===== src/rtl/ysyx_23060203_bus_arb.sv =====
// Single-outstanding arbiter that merges the CPU read path and the LSU write path onto one SoC AXI port.
// Define YSYX_23060203_BUSARB_RR_EN for round-robin ties; by default a write wins every tie.
//   state | meaning
//   IDLE  | nothing granted; requests are arbitrated into a registered grant
//   RD    | read master owns soc_ar / soc_r
//   WR    | write master owns soc_aw / soc_w / soc_b
module ysyx_23060203_bus_arb #(
  parameter int ADDR_W = 32,
  parameter int DATA_W = 32,
  parameter int ID_W   = 4
) (
  input  logic                clock,
  input  logic                reset,
  input  logic                rd_arvalid,
  output logic                rd_arready,
  input  logic [ADDR_W-1:0]   rd_araddr,
  input  logic [ID_W-1:0]     rd_arid,
  input  logic [7:0]          rd_arlen,
  input  logic [2:0]          rd_arsize,
  input  logic [1:0]          rd_arburst,
  output logic                rd_rvalid,
  input  logic                rd_rready,
  output logic [DATA_W-1:0]   rd_rdata,
  output logic [1:0]          rd_rresp,
  output logic                rd_rlast,
  output logic [ID_W-1:0]     rd_rid,
  input  logic                wr_awvalid,
  output logic                wr_awready,
  input  logic [ADDR_W-1:0]   wr_awaddr,
  input  logic [ID_W-1:0]     wr_awid,
  input  logic [7:0]          wr_awlen,
  input  logic [2:0]          wr_awsize,
  input  logic [1:0]          wr_awburst,
  input  logic                wr_wvalid,
  output logic                wr_wready,
  input  logic [DATA_W-1:0]   wr_wdata,
  input  logic [DATA_W/8-1:0] wr_wstrb,
  input  logic                wr_wlast,
  output logic                wr_bvalid,
  input  logic                wr_bready,
  output logic [1:0]          wr_bresp,
  output logic [ID_W-1:0]     wr_bid,
  output logic                soc_awvalid,
  input  logic                soc_awready,
  output logic [ADDR_W-1:0]   soc_awaddr,
  output logic [ID_W-1:0]     soc_awid,
  output logic [7:0]          soc_awlen,
  output logic [2:0]          soc_awsize,
  output logic [1:0]          soc_awburst,
  output logic                soc_wvalid,
  input  logic                soc_wready,
  output logic [DATA_W-1:0]   soc_wdata,
  output logic [DATA_W/8-1:0] soc_wstrb,
  output logic                soc_wlast,
  input  logic                soc_bvalid,
  output logic                soc_bready,
  input  logic [1:0]          soc_bresp,
  input  logic [ID_W-1:0]     soc_bid,
  output logic                soc_arvalid,
  input  logic                soc_arready,
  output logic [ADDR_W-1:0]   soc_araddr,
  output logic [ID_W-1:0]     soc_arid,
  output logic [7:0]          soc_arlen,
  output logic [2:0]          soc_arsize,
  output logic [1:0]          soc_arburst,
  input  logic                soc_rvalid,
  output logic                soc_rready,
  input  logic [DATA_W-1:0]   soc_rdata,
  input  logic [1:0]          soc_rresp,
  input  logic                soc_rlast,
  input  logic [ID_W-1:0]     soc_rid,
  output logic                busy
);

  typedef enum logic [1:0] {IDLE = 2'd0, RD = 2'd1, WR = 2'd2} state_e;

  state_e state_q, state_d;
  logic   ar_done_q, ar_done_d;
  logic   aw_done_q, aw_done_d;
  logic   w_done_q, w_done_d;
  logic   tie_rd;

`ifdef YSYX_23060203_BUSARB_RR_EN
  logic last_grant_q, last_grant_d;  // 1: write was granted last

  assign tie_rd       = last_grant_q;
  assign last_grant_d = (state_q != IDLE) ? last_grant_q :
                        (state_d == WR)   ? 1'b1 :
                        (state_d == RD)   ? 1'b0 : last_grant_q;

  always_ff @(posedge clock or negedge reset) begin
    if (!reset) last_grant_q <= 1'b1;
    else        last_grant_q <= last_grant_d;
  end
`else
  assign tie_rd = 1'b0;
`endif

  // Payload fields pass through unconditionally; only handshake signals are gated.
  assign soc_araddr  = rd_araddr;
  assign soc_arid    = rd_arid;
  assign soc_arlen   = rd_arlen;
  assign soc_arsize  = rd_arsize;
  assign soc_arburst = rd_arburst;
  assign rd_rdata    = soc_rdata;
  assign rd_rresp    = soc_rresp;
  assign rd_rlast    = soc_rlast;
  assign rd_rid      = soc_rid;
  assign soc_awaddr  = wr_awaddr;
  assign soc_awid    = wr_awid;
  assign soc_awlen   = wr_awlen;
  assign soc_awsize  = wr_awsize;
  assign soc_awburst = wr_awburst;
  assign soc_wdata   = wr_wdata;
  assign soc_wstrb   = wr_wstrb;
  assign soc_wlast   = wr_wlast;
  assign wr_bresp    = soc_bresp;
  assign wr_bid      = soc_bid;

  assign busy = (state_q != IDLE);

  always_comb begin
    state_d     = state_q;
    ar_done_d   = ar_done_q;
    aw_done_d   = aw_done_q;
    w_done_d    = w_done_q;
    soc_arvalid = 1'b0;
    soc_rready  = 1'b0;
    soc_awvalid = 1'b0;
    soc_wvalid  = 1'b0;
    soc_bready  = 1'b0;
    rd_arready  = 1'b0;
    rd_rvalid   = 1'b0;
    wr_awready  = 1'b0;
    wr_wready   = 1'b0;
    wr_bvalid   = 1'b0;
    case (state_q)
      IDLE: begin
        if (rd_arvalid && (!wr_awvalid || tie_rd)) state_d = RD;
        else if (wr_awvalid)                       state_d = WR;
      end
      RD: begin
        soc_arvalid = rd_arvalid & ~ar_done_q;
        rd_arready  = soc_arready & ~ar_done_q;
        rd_rvalid   = soc_rvalid;
        soc_rready  = rd_rready;
        if (rd_arvalid && soc_arready && !ar_done_q) ar_done_d = 1'b1;
        if (ar_done_q && soc_rvalid && rd_rready && soc_rlast) begin
          state_d   = IDLE;
          ar_done_d = 1'b0;
        end
      end
      WR: begin
        soc_awvalid = wr_awvalid & ~aw_done_q;
        wr_awready  = soc_awready & ~aw_done_q;
        soc_wvalid  = wr_wvalid & ~w_done_q;
        wr_wready   = soc_wready & ~w_done_q;
        wr_bvalid   = soc_bvalid;
        soc_bready  = wr_bready;
        if (wr_awvalid && soc_awready && !aw_done_q)          aw_done_d = 1'b1;
        if (wr_wvalid && soc_wready && wr_wlast && !w_done_q) w_done_d  = 1'b1;
        // A B beat before both address and last data are accepted is ignored.
        if (aw_done_q && w_done_q && soc_bvalid && wr_bready) begin
          state_d   = IDLE;
          aw_done_d = 1'b0;
          w_done_d  = 1'b0;
        end
      end
      default: state_d = IDLE;
    endcase
  end

  always_ff @(posedge clock or negedge reset) begin
    if (!reset) begin
      state_q   <= IDLE;
      ar_done_q <= 1'b0;
      aw_done_q <= 1'b0;
      w_done_q  <= 1'b0;
    end else begin
      state_q   <= state_d;
      ar_done_q <= ar_done_d;
      aw_done_q <= aw_done_d;
      w_done_q  <= w_done_d;
    end
  end

endmodule


===== config.mk =====
export PLATFORM = sky130hd
export DESIGN_NAME = ysyx_23060203_bus_arb
export DESIGN_NICKNAME = d
export VERILOG_FILES = /design/src/rtl/ysyx_23060203_bus_arb.sv
export SDC_FILE = /design/constraint.sdc
export NUM_CORES = 1
export LEC_CHECK = 0
export BUFFER_PORTS_ARGS = -buffer_cell sky130_fd_sc_hd__buf_2
export CAP_MARGIN = 20
export CORE_AREA = 5 5 145 147
export DETAILED_ROUTE_END_ITERATION = 7
export DIE_AREA = 0 0 150 152
export SLEW_MARGIN = 20
export SYNTH_ARGS = -nofsm -noshare
export SYNTH_HDL_FRONTEND = slang
export SYNTH_SLANG_ARGS = --single-unit

===== constraint.sdc =====
create_clock -name clock -period 2.1 [get_ports clock]
set_input_delay 0.42 -clock clock [delete_from_list [all_inputs] [get_ports clock]]
set_output_delay 0.42 -clock clock [all_outputs]
set_load 0.1 [all_outputs]

==> metrics.md, run 1 <==
| Metric | Value |
|---|---|
| Total power | `roughly 1.2 mW` |
| Synth cell types | `14` |
| Number of global-route vias before repair | `~800` |
| Dpl cell area | `~900 sq um` |
| Total iterations of the first detailed-routing run | `3` |
| MaxCap Viol Count | `0` |
| Share of the yosys chip area belonging to registers | `~7.5%` |
| Ant diodes | `0` |
| Fillers | `~2.4k` |
| Outcome | `complete, no violations` |
| Max IR drop VDD | `297.3 uV` |
| Top Ports | `approximately 380` |
| CTS tree | `yes` |
| Power Dens Cells | `between 1000 and 1500 mW/mm^2` |
| Worst Path Required | `1.68 ns` |
| Worst slew margin | `66.88%` |
| Layout cells sized above 1 | `roughly 57%` |
| CP startpoint | `state_q[1]$_DFFE_PN0P_` |
| Flops & latches, synth | `5` |
| Nets@finish | `around 260` |
| Die X | `around 150 microns` |
| Worst-case clock buffer depth | `2` |
| Worst min path class | `input pin to async pin` |
| Final Non-Filler Cells | `around 340` |
| Remaining Overflow, GRT | `0` |
| Global-route wire length before repair | `approximately 7000 microns` |
| # resized after CTS | `0` |
| Cell taking the most area after synthesis | `buf_4` |
| Vias/cell | `between 2 and 2.5` |
| Layout Area Growth over Synthesis | `-41.31%` |
| DP Worst Slack | `roughly 0.33 ns` |
| H-tree levels | `1` |
| GRT Overall Usage | `under 10%` |
| Crit-path max FO | `7` |
| HPWL Detailed | `slightly above 5000 microns` |
| Clock-pin slew on the worst setup and hold paths | `approximately 0.030 ns` |
| Root buffer cell | `clkbuf_16` |
| Period utilization | `a little over nine tenths` |
| Clock tree sinks | `5` |
| Worst Setup End Kind | `output port` |
| Area contributors post-synth | `buf_4, dfrtp_1, nor3b_1` |
| Initial antenna violation count | `0` |
| Die Ht | `between 150 and 200 microns` |
| Final hold vios | `0` |
| WP data arrival | `around 1.6 ns` |
| Mapped Area | `~0.0017 sq mm` |
| Post-CTS setup buffer count | `0` |
| Async set or reset register ratio after synthesis | `100.0%` |
| GPL Wtd Cong | `~0.64` |
| Placed cell count | `roughly 330` |
| Clock buffer count from CTS | `3` |
| Synth warn | `0` |
| Skew final | `~0.0014 ns` |
| Final setup vio count | `0` |
| CTS hold repair buffers | `0` |
| Core area | `roughly 0.020 sq mm` |
| Leakage power | `0.3022 nW` |
| Placement Rows | `52` |
| Main synth FF type | `dfrtp_1` |
| Largest net degree at the start of global routing | `9` |
| Fin crit period | `1.984 ns` |
| Maximum clock rate | `a little over 0.5 GHz` |
| # DRC | `0` |
| Clk_lat worst skew | `approximately 0.23 ns` |
| Die area | `roughly 0.023 sq mm` |
| Final core utilization | `4.934%` |
| Setup TNS Final | `0 ns` |
| Port bufs | `26` |
| Syn nets | `approximately 400` |
| Slew Viols, Final | `0` |
| Startpoint class of the critical path | `flip-flop` |
| Slew at the pin closest to its max-slew limit | `0.5002 ns` |
| Routed Wire Length | `about 5800 microns` |
| Mean Syn Cell Area | `~7.7 sq um` |
| Final Cell Area | `around 980 sq um` |
| WS Path Type | `flip-flop to output port` |
| Wirelength per Cell | `between 15 and 20 microns` |
| Post-layout worst setup margin | `between 0.1 and 0.15 ns` |
| Syn Inst Count | `between 200 and 250` |
| Most frequent cells after synthesis | `buf_4, nor2_1, nor3b_1, dfrtp_1, and2_1` |
| Vias after detailed routing | `roughly 690` |
| Hold slack | `approximately 0.0059 ns` |
| Post-synth top area share | `about four fifths` |
| Initial DRC Count | `21` |
| Worst r2r src | `state_q[0]$_DFFE_PN0P_` |
| Post-synth EDFFs | `0` |
| Initial core utilization | `8.407%` |
| RSZ-0062 raised after global routing | `false` |
| Most frequent cell after synthesis | `buf_4` |
| Routed Antenna Nets | `0` |
cell families after synthesis:
group	count (synthesis)	synth area share [%]
buf+inv	180	81.26
flops	5	7.524
simple gates	25	9.030
compound gates	4	1.580
mux	1	0.6020
area by class of cell:
cell class                 count  area [sq um]  share of cell area [%]
tap                          270         337.8                   34.62
multi-input combinational     30         229.0                   23.46
timing repair buffer          26         205.2                   21.03
sequential                     5         125.1                   12.82
clock buffer                   4         78.83                   8.077
state kept, by name, summed over array words and instances (netlist names):
name and count:
aw_done_q 1, w_done_q 1, ar_done_q 1, state_q 2
worst max-delay path, stage by stage (launching register included):
cell and delay [ns]:
dfrtp_1 0.43, nand2b_1 0.26, nor3b_4 0.20, buf_2 0.44
where the power goes:
| part | internal [mW] | switching (mW) |
|---|---|---|
| Clock | 0.252 | 0.0666 |
| Combinational | 0.190 | 0.513 |
| Sequential | 0.136 | 0.0653 |
| Total | 0.577 | 0.645 |
path summary, 6_finish.rpt:
kind / end / slack (ns) / depth (start not counted)
max in group asynchronous: ar_done_q$_DFFE_PN0P_ / 1.95 / 1
min in group clock: aw_done_q$_DFFE_PN0P_ / 0.49 / 3
worst max register to register: w_done_q$_DFFE_PN0P_ / 1.00 / 3
worst max-delay path: rd_arready / 0.12 / 3
worst min register to register: state_q[0]$_DFFE_PN0P_ / 0.54 / 1
worst min-delay path: w_done_q$_DFFE_PN0P_ / 0.006 / 1
layout by cell type, fill, tap and decap left out:
cell type | synthesis | layout
nand4_1 | 2 | 2
nor3b_4 | 0 | 2
nand2b_1 | 2 | 2
a21oi_1 | 1 | 1
nor3b_1 | 7 | 1
clkbuf_1 | 0 | 1
dfrtp_1 | 5 | 5
clkbuf_16 | 0 | 3
nor2b_2 | 1 | 1
and2_1 | 4 | 4
nor3b_2 | 0 | 4
or2_2 | 1 | 1
buf_2 | 0 | 21
mux2i_1 | 1 | 1
a31oi_1 | 2 | 2
a41oi_1 | 1 | 1
nor2b_1 | 1 | 1
nor2_1 | 7 | 7
buf_12 | 0 | 5
per-layer routing:
layer,GRT usage [%],wire length [microns],vias to the layer above
li1,-,-,187
met1,1.819,838,223
met2,6.524,2415,185
met3,6.196,1795,96
met4,6.362,790,0
met5,0,0,-
No activity file was read; power rests on OpenSTA's default activity.
==> run 2, diff against run 1 <==
- CORE_AREA: 5 5 145 147 -> 5 5 147 149
- DIE_AREA: 0 0 150 152 -> 0 0 152 154
- clock period: 2.1 -> 2 ns (I/O delays scaled with it)
==> run 2 against run 1 <==
Wire length down 9.1%. Final cell count up 0.30%. Critical path depth unchanged. Sequential share of layout area down 0.54 points. Combinational power up 13%. Hold slack better by 0.48 ns. First-iteration DRC count down 62%. Highest routed layer unchanged.
==> metrics.md, run 2 (same netlist as run 1, synthesis figures left out) <==
| Metric | Value |
|---|---|
| Global-route wire length before repair | `6513 microns (was 7031 microns)` |
| MaxCap Viol Count | `0 (unchanged)` |
| Nets@finish | `259 (was 258)` |
| Worst Path Buf+Inv | `1 (unchanged)` |
| Met1 usage | `2.192% (was 1.819%)` |
| Area of the multi-input gates | `231.5 sq um (was 229.0 sq um)` |
| Worst Path Required | `1.60 ns (was 1.68 ns)` |
| Post-CTS setup buffer count | `0 (unchanged)` |
| Die area | `0.02341 sq mm (was 0.02280 sq mm)` |
| Root buffer cell | `clkbuf_16 (unchanged)` |
| M2 GR Usage | `5.843% (was 6.524%)` |
| Power Dens Cells | `1316 mW/mm^2 (was 1252 mW/mm^2)` |
| Fin crit period | `roughly 1.9 ns` |
| Placement Rows | `52 (unchanged)` |
| WS Path Type | `flip-flop to output port (unchanged)` |
| Worst-case clock buffer depth | `2 (unchanged)` |
| Crit-path max FO | `8 (was 7)` |
| Delay-heaviest family, CP | `simple AND/OR/NAND/NOR gates (unchanged)` |
| Slew Viols, Final | `0 (unchanged)` |
| Fillers | `2411 (was 2373)` |
| Number of global-route vias before repair | `783 (was 797)` |
| Routed Antenna Nets | `0 (unchanged)` |
| Worst slew margin | `66.74% (was 66.88%)` |
| Setup TNS Final | `0 ns (unchanged)` |
| Final Non-Filler Cells | `336 (was 335)` |
| Clk_lat worst skew | `0.23 ns (about the same)` |
| FF-to-FF setup slack | `0.85 ns (was 1.00 ns)` |
| Skew final | `0.0004900 ns (was 0.001351 ns)` |
| Max reg flops | `2 (unchanged)` |
| Vias/cell | `2.051 (was 2.063)` |
| Period utilization | `between 90% and 100%` |
| Min-delay src | `wr_awvalid` |
| Top Ports | `383 (unchanged)` |
| # DRC | `0 (unchanged)` |
| DP Worst Slack | `0.1797 ns (was 0.3253 ns)` |
| Initial DRC Count | `8 (was 21)` |
| Commonest non-fill, non-tap cells in the layout | `buf_2, nor2_1, buf_12, dfrtp_1 (was buf_2, nor2_1, dfrtp_1, buf_12)` |
| CTS tree | `yes (unchanged)` |
| Layout cells sized above 1 | `57.58% (was 56.92%)` |
| Met3 usage | `4.469% (was 6.196%)` |
| Worst r2r src | `state_q[0]$_DFFE_PN0P_ (unchanged)` |
| RSZ-0062 raised after global routing | `false (unchanged)` |
| CP startpoint | `state_q[0]$_DFFE_PN0P_ (was state_q[1]$_DFFE_PN0P_)` |
| Clock-pin slew on the worst setup and hold paths | `0.03 ns (about the same)` |
| Layout Area Growth over Synthesis | `-38.75% (was -41.31%)` |
| Crit path max-delay cell type | `dfrtp_1 (was buf_2)` |
| Final hold vios | `0 (unchanged)` |
| Worst Setup End Kind | `output port (unchanged)` |
| Die X | `152 microns (was 150 microns)` |
| Final setup vio count | `0 (unchanged)` |
| Worst min path class | `input pin to flip-flop (was input pin to async pin)` |
| Leakage power | `0.3131 nW (was 0.3022 nW)` |
| GR peak layer | `met2 (unchanged)` |
| WP data arrival | `1.52 ns (was 1.56 ns)` |
| Outcome | `complete, no violations (unchanged)` |
| Commonest non-fill, non-tap cell in the layout | `buf_2 (unchanged)` |
| Crit-path cells | `nand2b_2, nor3b_2, buf_12 (was nand2b_1, nor3b_4, buf_2)` |
| Reg area | `125.1 sq um (unchanged)` |
| Max IR drop VDD | `372.2 uV (was 297.3 uV)` |
| Wirelength per Cell | `15.80 microns (was 17.43 microns)` |
| Total iterations of the first detailed-routing run | `2 (was 3)` |
| Startpoint class of the critical path | `flip-flop (unchanged)` |
| Final core utilization | `5.082% (was 4.934%)` |
| Largest net degree at the start of global routing | `9 (unchanged)` |
| HPWL Detailed | `4654 microns (was 5176 microns)` |
| Ant diodes | `0 (unchanged)` |
| Die Ht | `154 microns (was 152 microns)` |
| GRT Overall Usage | `4.116% (was 4.650%)` |
| Clock buffer count from CTS | `3 (unchanged)` |
| GPL Wtd Cong | `0.7248 (was 0.6428)` |
| Port bufs | `26 (unchanged)` |
| Vias after detailed routing | `689 (was 691)` |
| Remaining Overflow, GRT | `0 (unchanged)` |
| Max stage delay on crit path | `0.43 ns (was 0.44 ns)` |
| Initial core utilization | `8.298% (was 8.407%)` |
| Routed Wire Length | `5309 microns (was 5839 microns)` |
| Clock tree sinks | `5 (unchanged)` |
| Maximum clock rate | `roughly 0.52 GHz` |
| Initial antenna violation count | `0 (unchanged)` |
| Slew at the pin closest to its max-slew limit | `0.5024 ns (was 0.5002 ns)` |
| H-tree levels | `1 (unchanged)` |
| Post-layout worst setup margin | `0.08003 ns (was 0.1163 ns)` |
| Reg with most FFs | `state_q (unchanged)` |
| Placed cell count | `331 (unchanged)` |
| Hold slack | `0.4908 ns (was 0.005946 ns)` |
| Core area | `0.02004 sq mm (was 0.01978 sq mm)` |
==> run 2: report_power, final <==
group          leakage [nW]  total (mW)  internal (mW)  switching (mW)
clock network        0.0382       0.324          0.264          0.0606
registers            0.0589       0.225          0.142          0.0827
logic                 0.216       0.791          0.227           0.564
total                 0.313        1.34          0.633           0.707
==> run 2: final cells by class <==
class / instances / share of cell area, %
Tap cell: 270 / 33.17
Multi-Input combinational cell: 30 / 22.73
Clock buffer: 4 / 7.740
Sequential cell: 5 / 12.28
Timing Repair Buffer: 27 / 24.08
==> run 2: timing repair <==
item                                   in CTS  in global routing
hold buffers                                1                  0
resized for setup                           1                  0
setup endpoints to repair                   4                  0
endpoints found under the hold margin       5                  0
==> run 2: worst paths after layout <==
path                                          end  cells past startpoint
min in group asynchronous  state_q[0]$_DFFE_PN0P_                      2
min                        state_q[1]$_DFFE_PN0P_                      3
max in group asynchronous   aw_done_q$_DFFE_PN0P_                      2
min reg2reg                state_q[1]$_DFFE_PN0P_                      1
max                                     wr_wready                      3
max reg2reg                 aw_done_q$_DFFE_PN0P_                      3
==> run 2: tightest hold or removal path: cells and delay by family <==
kind	cells	cell delay, ns
AND/OR/NAND/NOR	1	0.09
buffers and inverters	1	0.11
multiplexers	1	0.07
==> run 2: per-stage QoR <==
step / total power [mW] / area (sq um)
floorplan: 2.421 / 1705
global placement: 1.023 / 927.1
detailed placement: 1.033 / 927.1
CTS: 1.370 / 1018
global route: 1.409 / 1018
finish: 1.340 / 1018
==> run 2: routing by layer <==
| layer | up-vias | wire length (microns) |
|---|---|---|
| li1 | 189 | - |
| met3 | 94 | 1324 |
| met2 | 160 | 2164 |
| met5 | - | 0 |
| met4 | 0 | 748 |
| met1 | 246 | 1072 |
==> run 3, diff against run 2 <==
--- a/config.mk
+++ b/config.mk
@@ -11,4 +11,5 @@
 export DETAILED_ROUTE_END_ITERATION = 7
 export DIE_AREA = 0 0 152 154
+export HOLD_SLACK_MARGIN = 0.08
 export SLEW_MARGIN = 20
 export SYNTH_ARGS = -nofsm -noshare
==> constraint.sdc (replaced) <==
create_clock -name clock -period 2 [get_ports clock]
set_input_delay 0.1 -clock clock [delete_from_list [all_inputs] [get_ports clock]]
set_output_delay 0.1 -clock clock [all_outputs]
set_load 0.1 [all_outputs]
==> run 3 against run 2 <==
Sequential cell count stayed put. Highest routed layer unchanged. Worst setup slack improved by 0.17 ns. Register-to-register slack got worse by 0.15 ns. Non-clock buffer count is the same. Critical path type unchanged. Core utilization shrank 0.69 points. Largest power group unchanged.
==> metrics.md, run 3 (same netlist as run 1, synthesis figures left out) <==
| Metric | Value |
|---|---|
| Total iterations of the first detailed-routing run | `2 (unchanged)` |
| Clock-pin slew on the worst setup and hold paths | `0.04 ns (was 0.03 ns)` |
| WS Path Type | `flip-flop to output port (unchanged)` |
| Routed Antenna Nets | `0 (unchanged)` |
| Commonest non-fill, non-tap cells in the layout | `buf_2, nor2_1, nor3b_1, dfrtp_1, and2_1 (was buf_2, nor2_1, buf_12, dfrtp_1)` |
| Routed Wire Length | `5706 microns (was 5309 microns)` |
| Initial core utilization | `8.298% (unchanged)` |
| Worst r2r src | `state_q[1]$_DFFE_PN0P_ (was state_q[0]$_DFFE_PN0P_)` |
| Die area | `0.02341 sq mm (unchanged)` |
| Hold slack | `0.1703 ns (was 0.4908 ns)` |
| RSZ-0062 raised after global routing | `false (unchanged)` |
| Metal2 WL | `2231 microns (was 2164 microns)` |
| CTS tree | `yes (unchanged)` |
| Crit-path cells | `nand2b_1, nor3b_1, buf_2 (was nand2b_2, nor3b_2, buf_12)` |
| Number of global-route vias before repair | `764 (was 783)` |
| Hold path cells | `3 (unchanged)` |
| Maximum clock rate | `0.5707 GHz (was 0.5208 GHz)` |
| Layout cells sized above 1 | `51.52% (was 57.58%)` |
| Top Ports | `383 (unchanged)` |
| Skew final | `0.003481 ns (was 0.0004900 ns)` |
| Vias after detailed routing | `677 (was 689)` |
| Initial DRC Count | `22 (was 8)` |
| Placement Rows | `52 (unchanged)` |
| Met1 wire length | `1187 microns (was 1072 microns)` |
| Remaining Overflow, GRT | `0 (unchanged)` |
| Fin crit period | `1.752 ns (was 1.920 ns)` |
| Core area | `0.02004 sq mm (unchanged)` |
| Top Layer Used | `met4 (unchanged)` |
| Min-delay src | `soc_awready (was wr_awvalid)` |
| Worst slew margin | `66.25% (was 66.74%)` |
| Final core utilization | `4.389% (was 5.082%)` |
| Max IR drop VDD | `327.3 uV (was 372.2 uV)` |
| GPL Wtd Cong | `0.5673 (was 0.7248)` |
| Layout Area Growth over Synthesis | `-47.10% (was -38.75%)` |
| Post-layout worst setup margin | `0.2476 ns (was 0.08003 ns)` |
| Power Dens Cells | `1360 mW/mm^2 (was 1316 mW/mm^2)` |
| Worst-case clock buffer depth | `2 (unchanged)` |
| Final Non-Filler Cells | `336 (unchanged)` |
| MaxCap Viol Count | `0 (unchanged)` |
| Max stage delay on crit path | `0.45 ns (was 0.43 ns)` |
| Die Ht | `154 microns (unchanged)` |
| # DRC | `0 (unchanged)` |
| RR Endpoint | `w_done_q$_DFFE_PN0P_ (was aw_done_q$_DFFE_PN0P_)` |
| Global-route wire length before repair | `6920 microns (was 6513 microns)` |
| Final setup vio count | `0 (unchanged)` |
| Final hold vios | `0 (unchanged)` |
| Clock power share | `27.8% (was 24.2%)` |
| Clock tree sinks | `5 (unchanged)` |
| Clock buffer count from CTS | `3 (unchanged)` |
| Worst Setup End Kind | `output port (unchanged)` |
| Max reg flops | `2 (unchanged)` |
| Combinational Power Share | `54.7% (was 59.0%)` |
| Placed cell count | `331 (unchanged)` |
| Clk_lat worst skew | `0.23 ns (about the same)` |
| Slew at the pin closest to its max-slew limit | `0.5097 ns (was 0.5024 ns)` |
| WP data arrival | `1.65 ns (was 1.52 ns)` |
| Crit-path max FO | `8 (unchanged)` |
| Vias/cell | `2.015 (was 2.051)` |
| H-tree levels | `1 (unchanged)` |
| Outcome | `complete, no violations (unchanged)` |
| Worst Path Buf+Inv | `1 (unchanged)` |
| Die X | `152 microns (unchanged)` |
| Psw | `675.5 uW (was 707.2 uW)` |
| Worst min path class | `input pin to flip-flop (unchanged)` |
| Worst R2R Path Depth | `3 (unchanged)` |
| Commonest non-fill, non-tap cell in the layout | `buf_2 (unchanged)` |
| Initial antenna violation count | `0 (unchanged)` |
| Startpoint class of the critical path | `flip-flop (unchanged)` |
| Nets@finish | `259 (unchanged)` |
| Crit path max-delay cell type | `buf_2 (was dfrtp_1)` |
| Worst Hold Endpoint | `aw_done_q$_DFFE_PN0P_ (was state_q[1]$_DFFE_PN0P_)` |
| Root buffer cell | `clkbuf_16 (unchanged)` |
| HPWL Detailed | `5136 microns (was 4654 microns)` |
| Leakage power | `0.2805 nW (was 0.3131 nW)` |
| DP Worst Slack | `0.4192 ns (was 0.1797 ns)` |
| Ant diodes | `0 (unchanged)` |
| Slew Viols, Final | `0 (unchanged)` |
| Flop pwr share | `17.5% (was 16.8%)` |
| GRT Overall Usage | `4.545% (was 4.116%)` |
| Sw frac | `56.47% (was 52.77%)` |
| Reg with most FFs | `state_q (unchanged)` |
| Delay-heaviest family, CP | `simple AND/OR/NAND/NOR gates (unchanged)` |
| Period utilization | `87.62% (was 96.00%)` |
| Internal power | `520.7 uW (was 633.1 uW)` |
| Wirelength per Cell | `16.98 microns (was 15.80 microns)` |
| Met3 Wirelength | `1508 microns (was 1324 microns)` |
| Worst Path Required | `1.90 ns (was 1.60 ns)` |
| Largest net degree at the start of global routing | `9 (unchanged)` |
| FF-to-FF setup slack | `0.70 ns (was 0.85 ns)` |
| Port bufs | `26 (unchanged)` |
[run 3: cell types whose count changed in the layout (fill, tap and decap cells not counted), sizes merged]
cell    delta
clkinv     +1
clkbuf     -1
[run 3: layout make-up]
| cell class | instances | area, sq um |
|---|---|---|
| clock inverter | 1 | 5.005 |
| timing repair buffer | 27 | 140.1 |
| fill | 2418 | 19160 |
| clock buffer | 3 | 75.07 |
| multi-input combinational | 30 | 196.4 |
| sequential | 5 | 125.1 |
| tap | 270 | 337.8 |
[run 3: power groups by stage]
| stage | Combinational [mW] | Sequential [mW] | Clock (mW) |
|---|---|---|---|
| finish | 0.654 | 0.209 | 0.333 |
| floorplan | 2.20 | 0.186 | 0 |
| global route | 0.696 | 0.218 | 0.349 |
| CTS | 0.671 | 0.210 | 0.344 |
| global placement | 0.668 | 0.207 | 0 |
| detailed placement | 0.668 | 0.211 | 0 |
[run 3: worst min-delay path, cell delays in order]
cell     delay (ns)
buf_2          0.09
a31oi_1        0.08
nor2_1         0.08
[run 3: worst max path at each step]
stage	startpoint	cells past startpoint	endpoint
final	state_q[0]$_DFFE_PN0P_	3	wr_wready
after global routing	state_q[0]$_DFFE_PN0P_	3	soc_wvalid
after CTS	state_q[0]$_DFFE_PN0P_	3	wr_wready
after detailed placement	state_q[0]$_DFFE_PN0P_	3	wr_wready
after global placement	state_q[0]$_DFFE_PN0P_	3	wr_awready
after floorplan	state_q[0]$_DFFE_PN0P_	2	soc_wvalid
[run 3: stage by stage]
step                area, sq um  total power, mW  setup TNS [ns]
CTS                       879.6            1.225               0
finish                    879.6            1.196               0
global route              879.6            1.263               0
global placement          789.5           0.8746               0
detailed placement        789.5           0.8789               0
floorplan                  1673            2.390          -3.884
[run 3: what timing repair did]
item | in CTS | in global routing
resized for setup | 0 | 0
buffers inserted | 0 | 0
endpoints found under the hold margin | 5 | 0
hold buffers | 1 | 0
[run 3: layer usage]
metal | vias up | track usage (%)
met4 | 0 | 5.479
met3 | 88 | 5.790
met5 | - | 0
met2 | 169 | 5.991
met1 | 232 | 2.648
li1 | 188 | -
